<file path="config.mk">
export PLATFORM = sky130hd
export DESIGN_NAME = prog_loader
export DESIGN_NICKNAME = d
export VERILOG_FILES = /design/src/rtl/prog_loader.sv
export SDC_FILE = /design/constraint.sdc
export NUM_CORES = 1
export LEC_CHECK = 0
export CAP_MARGIN = 5
export CORE_MARGIN = 2
export CORE_UTILIZATION = 48
export DETAILED_ROUTE_END_ITERATION = 10
export PLACE_DENSITY = 0.74
export SETUP_SLACK_MARGIN = 0.05
export SYNTH_ARGS = -nofsm -noshare
export SYNTH_HDL_FRONTEND = slang
export SYNTH_SLANG_ARGS = --single-unit
export TNS_END_PERCENT = 30
</file>
<file path="constraint.sdc">
create_clock -name clk -period 2.5 [get_ports clk]
set_input_delay 0.25 -clock clk [delete_from_list [all_inputs] [get_ports clk]]
set_output_delay 0.25 -clock clk [all_outputs]
set_load 0.02 [all_outputs]
</file>
<file path="src/rtl/prog_loader.sv">
// Byte-stream boot sequencer: parses INST/REG/START frames from a byte source and
// drives the core's instruction-memory writes, register preloads and PC start address.
module prog_loader #(
  parameter int unsigned TIMEOUT_CYC = 100000,
  parameter int unsigned MAX_WORDS   = 1024
) (
  input  logic        clk,
  input  logic        rst,
  input  logic [7:0]  i_rx_data,
  input  logic        i_rx_valid,
  output logic        o_rx_ready,
  output logic        o_setup,
  output logic        o_inst_we,
  output logic [31:0] o_inst_addr,
  output logic [31:0] o_inst_data,
  output logic        o_reg_we,
  output logic [4:0]  o_reg_addr,
  output logic [31:0] o_reg_data,
  output logic [31:0] o_start_addr,
  output logic        o_running,
  output logic        o_err
);

  localparam int TW = (TIMEOUT_CYC < 2) ? 1 : $clog2(TIMEOUT_CYC + 1);

  typedef enum logic [2:0] {
    S_IDLE,
    S_HDR,
    S_DATA,
    S_WRITE,
    S_RUN
  } state_t;

  typedef enum logic [1:0] {
    C_NONE  = 2'd0,
    C_INST  = 2'd1,
    C_REG   = 2'd2,
    C_START = 2'd3
  } cmd_t;

  state_t        state_q, state_d;
  cmd_t          cmd_q, cmd_d;
  logic [2:0]    cnt_q, cnt_d;
  logic [39:0]   hdr_q, hdr_d;
  logic [23:0]   word_q, word_d;
  logic [31:0]   waddr_q, waddr_d;
  logic [15:0]   left_q, left_d;
  logic [TW-1:0] tmo_q, tmo_d;
  logic          err_q, err_d;
  logic [31:0]   inst_addr_q, inst_addr_d;
  logic [31:0]   inst_data_q, inst_data_d;
  logic [4:0]    reg_addr_q, reg_addr_d;
  logic [31:0]   reg_data_q, reg_data_d;
  logic [31:0]   start_q, start_d;

  logic        accept;
  logic [47:0] hdr_full;
  logic [31:0] word_full;
  logic [2:0]  hdr_last;
  logic        tmo_hit;

  // NOTE: state is written only here, with non-blocking assignments, so every
  // register samples the same pre-edge values computed by the comb block below.
  always_ff @(posedge clk) begin
    if (rst) begin
      state_q     <= S_IDLE;
      cmd_q       <= C_NONE;
      cnt_q       <= '0;
      hdr_q       <= '0;
      word_q      <= '0;
      waddr_q     <= '0;
      left_q      <= '0;
      tmo_q       <= '0;
      err_q       <= 1'b0;
      inst_addr_q <= '0;
      inst_data_q <= '0;
      reg_addr_q  <= '0;
      reg_data_q  <= '0;
      start_q     <= '0;
    end else begin
      state_q     <= state_d;
      cmd_q       <= cmd_d;
      cnt_q       <= cnt_d;
      hdr_q       <= hdr_d;
      word_q      <= word_d;
      waddr_q     <= waddr_d;
      left_q      <= left_d;
      tmo_q       <= tmo_d;
      err_q       <= err_d;
      inst_addr_q <= inst_addr_d;
      inst_data_q <= inst_data_d;
      reg_addr_q  <= reg_addr_d;
      reg_data_q  <= reg_data_d;
      start_q     <= start_d;
    end
  end

  assign o_rx_ready = (state_q == S_IDLE) || (state_q == S_HDR) || (state_q == S_DATA);
  assign accept     = i_rx_valid && o_rx_ready;
  // Fields arrive little-endian, so new bytes enter at the top and slide down.
  assign hdr_full   = {i_rx_data, hdr_q};
  assign word_full  = {i_rx_data, word_q};
  assign tmo_hit    = (tmo_q == TW'(TIMEOUT_CYC));

  always_comb begin
    unique case (cmd_q)
      C_INST:  hdr_last = 3'd5;
      C_START: hdr_last = 3'd3;
      default: hdr_last = 3'd0;
    endcase
  end

  always_comb begin
    // NOTE: every _d gets its hold value first; a path that skips an assignment
    // would otherwise infer a latch.
    state_d     = state_q;
    cmd_d       = cmd_q;
    cnt_d       = cnt_q;
    hdr_d       = hdr_q;
    word_d      = word_q;
    waddr_d     = waddr_q;
    left_d      = left_q;
    tmo_d       = tmo_q;
    err_d       = err_q;
    inst_addr_d = inst_addr_q;
    inst_data_d = inst_data_q;
    reg_addr_d  = reg_addr_q;
    reg_data_d  = reg_data_q;
    start_d     = start_q;

    unique case (state_q)
      S_IDLE: begin
        tmo_d = '0;
        cnt_d = '0;
        if (accept) begin
          if (i_rx_data >= 8'h01 && i_rx_data <= 8'h03) begin
            cmd_d   = cmd_t'(i_rx_data[1:0]);
            err_d   = 1'b0;
            state_d = S_HDR;
          end else begin
            err_d = 1'b1;
          end
        end
      end

      S_HDR: begin
        if (accept) begin
          hdr_d = hdr_full[47:8];
          cnt_d = cnt_q + 3'd1;
          tmo_d = '0;
          if (cnt_q == hdr_last) begin
            cnt_d   = '0;
            state_d = S_IDLE;
            unique case (cmd_q)
              C_INST: begin
                if (hdr_full[1:0] != 2'b00 ||
                    {16'd0, hdr_full[47:32]} > MAX_WORDS) begin
                  err_d = 1'b1;
                end else if (hdr_full[47:32] != 16'd0) begin
                  waddr_d = hdr_full[31:0];
                  left_d  = hdr_full[47:32];
                  state_d = S_DATA;
                end
              end
              C_REG: begin
                if (i_rx_data[7:5] != 3'b000) err_d = 1'b1;
                else                          state_d = S_DATA;
              end
              C_START: begin
                if (hdr_full[17:16] != 2'b00) begin
                  err_d = 1'b1;
                end else begin
                  start_d = hdr_full[47:16];
                  state_d = S_RUN;
                end
              end
              default: err_d = 1'b1;
            endcase
          end
        end else if (tmo_hit) begin
          err_d   = 1'b1;
          state_d = S_IDLE;
        end else begin
          tmo_d = tmo_q + TW'(1);
        end
      end

      S_DATA: begin
        if (accept) begin
          word_d = word_full[31:8];
          cnt_d  = cnt_q + 3'd1;
          tmo_d  = '0;
          if (cnt_q == 3'd3) begin
            cnt_d   = '0;
            state_d = S_WRITE;
            // Output address/data load together with the strobe and then hold.
            if (cmd_q == C_INST) begin
              inst_addr_d = waddr_q;
              inst_data_d = word_full;
              waddr_d     = waddr_q + 32'd4;
              left_d      = left_q - 16'd1;
            end else begin
              reg_addr_d = hdr_q[36:32];
              reg_data_d = word_full;
            end
          end
        end else if (tmo_hit) begin
          err_d   = 1'b1;
          state_d = S_IDLE;
        end else begin
          tmo_d = tmo_q + TW'(1);
        end
      end

      S_WRITE: begin
        tmo_d   = '0;
        state_d = (cmd_q == C_INST && left_q != 16'd0) ? S_DATA : S_IDLE;
      end

      S_RUN: state_d = S_RUN;

      default: state_d = S_IDLE;
    endcase
  end

  assign o_setup      = (state_q != S_RUN);
  assign o_running    = (state_q == S_RUN);
  assign o_inst_we    = (state_q == S_WRITE) && (cmd_q == C_INST);
  assign o_reg_we     = (state_q == S_WRITE) && (cmd_q == C_REG);
  assign o_inst_addr  = inst_addr_q;
  assign o_inst_data  = inst_data_q;
  assign o_reg_addr   = reg_addr_q;
  assign o_reg_data   = reg_data_q;
  assign o_start_addr = start_q;
  assign o_err        = err_q;

endmodule

</file>
Word level (Yosys, flattened, before mapping)
Index checks and enable logic that the tools add are counted.
W data, S select, Z words.
{ "op_classes": {"n_addsub": 4, "mul": 0, "n_div": 0, "order_cmp": 3, "n_eq_ne": 28, "n_shift": 0, "mux": 52, "bitwise": 2, "n_reduce_logical": 30} }
{ "ops": {"columns": ["cell", "count"], "rows": [
  ["$mux W32", 8],
  ["$mux W16", 8],
  ["$pmux W32 S2", 1],
  ["$mux W3", 12],
  ["$mux W17", 2],
  ["$pmux W17 S2", 1],
  ["$add A32 B3 Y32 const B", 1],
  ["$pmux W16 S2", 1],
  ["$reduce_bool A16 Y1", 2],
  ["$pmux W3 S3", 2],
  ["$add A17 B1 Y17 const B", 1],
  ["$eq A17 B17 Y1 const B", 1],
  ["$gt A16 B11 Y1 const B", 1],
  ["$sub A16 B1 Y16 const B", 1],
  ["$pmux W3 S5", 1],
  ["$ne A2 B1 Y1 const B", 6],
  ["$ne A4 B4 Y1 const B", 3],
  ["$reduce_and A4 Y1", 3],
  ["$ne A2 B2 Y1 const B", 5],
  ["$eq A3 B2 Y1 const B", 3],
  ["$mux W1", 9],
  ["$reduce_and A9 Y1", 1],
  ["$ge A8 B1 Y1 const B", 1],
  ["$le A8 B2 Y1 const B", 1],
  ["22 further kinds", 44]
]} }
{ "word_totals": {"reg_bits": 271, "latchBits": 0, "ramBits": 0, "romBits": 0, "output_inout_bits": 139, "word_cells": 133, "mem_count": 0} }

Logic depth before layout (Yosys ltp)
{ "logic_depth": {"depth_word": 7, "mapped_depth": 11, "ltp_nobuf": 8} }

Worst setup path after synthesis
Ideal clock, no wire load.
{ "synth_timing": {"path_kind": "flip-flop to flip-flop", "start": "register cnt_q[1]", "end": "register inst_data_q[31] (netlist: o_inst_data[31])", "setup_ps": 128, "t_arrival_ps": 2006, "setup_slack_ps": 367, "path_stages_with_launch": 12, "n_path_buf": 3, "synth_period_minus_slack_ps": 2133, "cell_sequence": "dfxtp_1 ha_1 ha_1 nand3b_1 a21oi_1 o31ai_4 a211oi_2 buf_4 buf_8 buf_12 mux2i_1 nor2_1"} }
{ "synth_via": {"elab_chain_len": 2} }
{ "synth_lines": {"columns": ["element", "line", "text"], "rows": [
  ["start, declared", "43", "logic [2:0] cnt_q, cnt_d;"],
  ["start signal, assigned", "83", "cnt_q <= cnt_d;"],
  ["$eq A3 B2 Y1", "193", "if (cnt_q == 3'd3) begin"],
  ["$reduce_and A4 Y1 (no source line)", null, null],
  ["end signal, assigned", "91", "inst_data_q <= inst_data_d;"],
  ["end, declared", "51", "logic [31:0] inst_data_q, inst_data_d;"]
]} }
No other way between the ends.
A chain may end at the register's enable or synchronous reset.

Final worst setup path
{ "layout_timing": {"start": "register state_q[0]", "end": "output port o_inst_we"} }
{ "layout_via": {"elab_chain_len": 2} }
{ "layout_lines": {"columns": ["element", "line", "text"], "rows": [
  ["start, declared", "41", "state_t state_q, state_d;"],
  ["start signal, assigned", "81", "state_q <= state_d;"],
  ["$eq A3 B2 Y1", "228", "assign o_inst_we = (state_q == S_WRITE) && (cmd_q == C_INST);"],
  ["$logic_and A1 B1 Y1", "228", null],
  ["end, declared", "13", "output logic o_inst_we,"]
]} }
No other way between the ends.

==> metrics <==
final core utilization=61.7%; slew margin rel.=60.2%; final hold viol count=0; antenna cells=0; Root Driver=clkbuf_16; WP data arrival=2.13 ns; share of layout cells above drive strength 1=9.15%; Hold Slack=0.0323 ns; number of CTS-inserted buffers=28; GRT overflow=0; fmax=0.421 GHz; final setup vio count=0; first-pass GRT wire length=49.0 mm; Post-Syn Area=11500 sq um; synth top area cells=dfxtp_1 (47%), nand2_1 (9.6%), mux2i_1 (8.5%); Post-Synthesis Cells=1379; Worst Tran Pin Value=0.597 ns; Synth-to-Final Area Change=26.1%; port buffer count=149; post-synth cell types=72; most common cell after layout, fill and taps aside=nand2_1; fin. max-slew vios=0; P per Cell Area=594 nW/um^2; skew final=0.00896 ns; Residual DRC=0; Die X=159 um; EDFF count, synth=0; final WL=30.7 mm; Final Net Count=1540; status=finished, final reports clean; Initial DRC Count=830; Die Ht=159 um; commonest non-fill, non-tap cells in the layout=nand2_1 (293), dfxtp_1 (271), a21oi_1 (171); Ports=150; Sink Count=271; largest net degree at the start of global routing=122; via count=10266; Peak VDD IR=596 uV; clk slew on worst S/H paths=0.06 ns; area leader, netlist=dfxtp_1; Max FO, Critical Path=9; TritonCTS clock tree=built; number of synthesized register bits=271; Seq/Total Area, Yosys=47.2%; vias per std cell=5.52; FFs w/ async S/R, synth=0%; Max Cap Violations=0; Yosys warning count=0; Main synth FF type=dfxtp_1; initial antenna violation count=0; Mean Syn Cell Area=8.33 sq um; Rows=56; crit end category=output pin; total track usage=24.0%; wire per inst=16.5 um; CP startpoint kind=register; setup bufs post-CTS=0; Leakage=5.07 nW; data required time at the worst endpoint=2.25 ns; H-tree Lvls=1; period utilization=95.1%; DP HPWL=20.9 mm; vias in the first global route=9657; Final Wtd Congestion=0.856; Core Box Area=23500 sq um; worst min path class=input port to register; post-synth top area share=47.2%; Final Critical Period=2.38 ns; Clock Tree Buf Depth=3; Initial Util=48.9%; Skew-Pair Late Insertion Delay=0.54 ns; RSZ-0062 raised after global routing=true; Die ar.=25200 sq um; antenna-violating nets left=0; DRT Pass-1 Iters=5; critical path type=register to output pin; Syn Nets=1397
-- state kept, by name, indices dropped and copies added, names as in the netlist --
signal        cells
o_inst_data      32
word_q           24
cmd_q             2
o_start_addr     32
cnt_q             3
state_q           3
hdr_q            40
left_q           16
waddr_q          32
tmo_q            17
o_reg_data       32
o_err             1
o_reg_addr        5
o_inst_addr      32
-- critical path, stage by stage, from the launching register on --
cell and delay (ns):
dfxtp_1 0.40, buf_4 0.20, nand3b_1 0.11, nor2_2 0.23, clkdlybuf4s50_1 0.64
-- through the flow --
step / power (mW) / worst slack, ns / area [sq um] / instances / TNS, ns
floorplan: 4.52 / 0.367 / 11500 / 1379 / 0
global placement: 4.60 / -0.00809 / 13500 / 1811 / -0.0965
detailed placement: 4.60 / -0.0774 / 13500 / 1811 / -1.01
CTS: 8.67 / 0.0594 / 14500 / 1860 / 0
global route: 8.85 / 0.0397 / 14500 / 1860 / 0
finish: 8.60 / 0.123 / 14500 / 1860 / 0
-- cell families (layout without fill, tap and decap cells) --
logic type,Yosys count,in the layout,share of synthesized area [%]
flip-flops,271,271,47.2
multiplexers,97,97,8.45
adder cells (fa/ha/maj),7,7,0.763
AO/OA/AOI/OAI,289,289,15.1
buffers and inverters,112,274,4.43
AND/OR/NAND/NOR,587,587,22.8
XOR/XNOR,16,16,1.22
-- Yosys cell counts (6+ instances only) --
master	instances
clkbuf_1	63
buf_2	18
nor2_1	155
dfxtp_1	271
o21ai_0	32
o32ai_1	17
a21oi_1	172
nor4_1	9
and2_1	7
mux2i_1	97
inv_1	11
ha_1	7
buf_1	8
a211oi_1	6
xor2_1	11
nor3_1	25
nand4_1	15
buf_4	8
and3_1	9
o21a_1	6
a21o_1	7
nand2_1	294
nand3_1	23
-- area by class of cell --
cell class              count  area [sq um]
fillers                  2038          9000
multi-input cells         996          5590
flip-flops and latches    271          5430
repair buffers            214          2110
clock buffers              45           896
well taps                 319           399
inverters                  11          41.3
clock inverters             4          22.5
-- path summary, 6_finish.rpt --
| kind | slack, ns | end | from | cells after the start |
|---|---|---|---|---|
| max | 0.12 | o_inst_we | state_q[0]$_SDFFE_PP0P_ | 4 |
| min | 0.03 | o_inst_addr[0]$_SDFFE_PP0P_ | rst | 2 |
| max reg2reg | 0.24 | o_inst_addr[30]$_SDFFE_PP0P_ | cmd_q[0]$_SDFFE_PP0P_ | 8 |
| min reg2reg | 0.45 | o_reg_data[5]$_SDFFE_PP0P_ | o_reg_data[5]$_SDFFE_PP0P_ | 2 |
-- routing by layer --
layer	track usage [%]	part of all wire, %	wire (um)	up-vias
li1	-	-	-	5025
met1	30.4	43	13200	4860
met4	7.68	3.0	911	0
met3	3.73	5.7	1750	72
met5	0	0	0	-
met2	41.7	48	14900	309
-- where the power goes --
group	internal [mW]	switching, mW	leakage [nW]
registers	4.32	0.00249	2.18
clock network	2.43	1.66	0.454
logic	0.0529	0.129	2.44
-- repair_timing --
action | CTS | global route
hold buffers | 0 | 0
setup endpoints to repair | 1 | 65
gates resized for setup | 2 | 3
pin swaps | 0 | 0
Power figures use the tool's default switching activity.
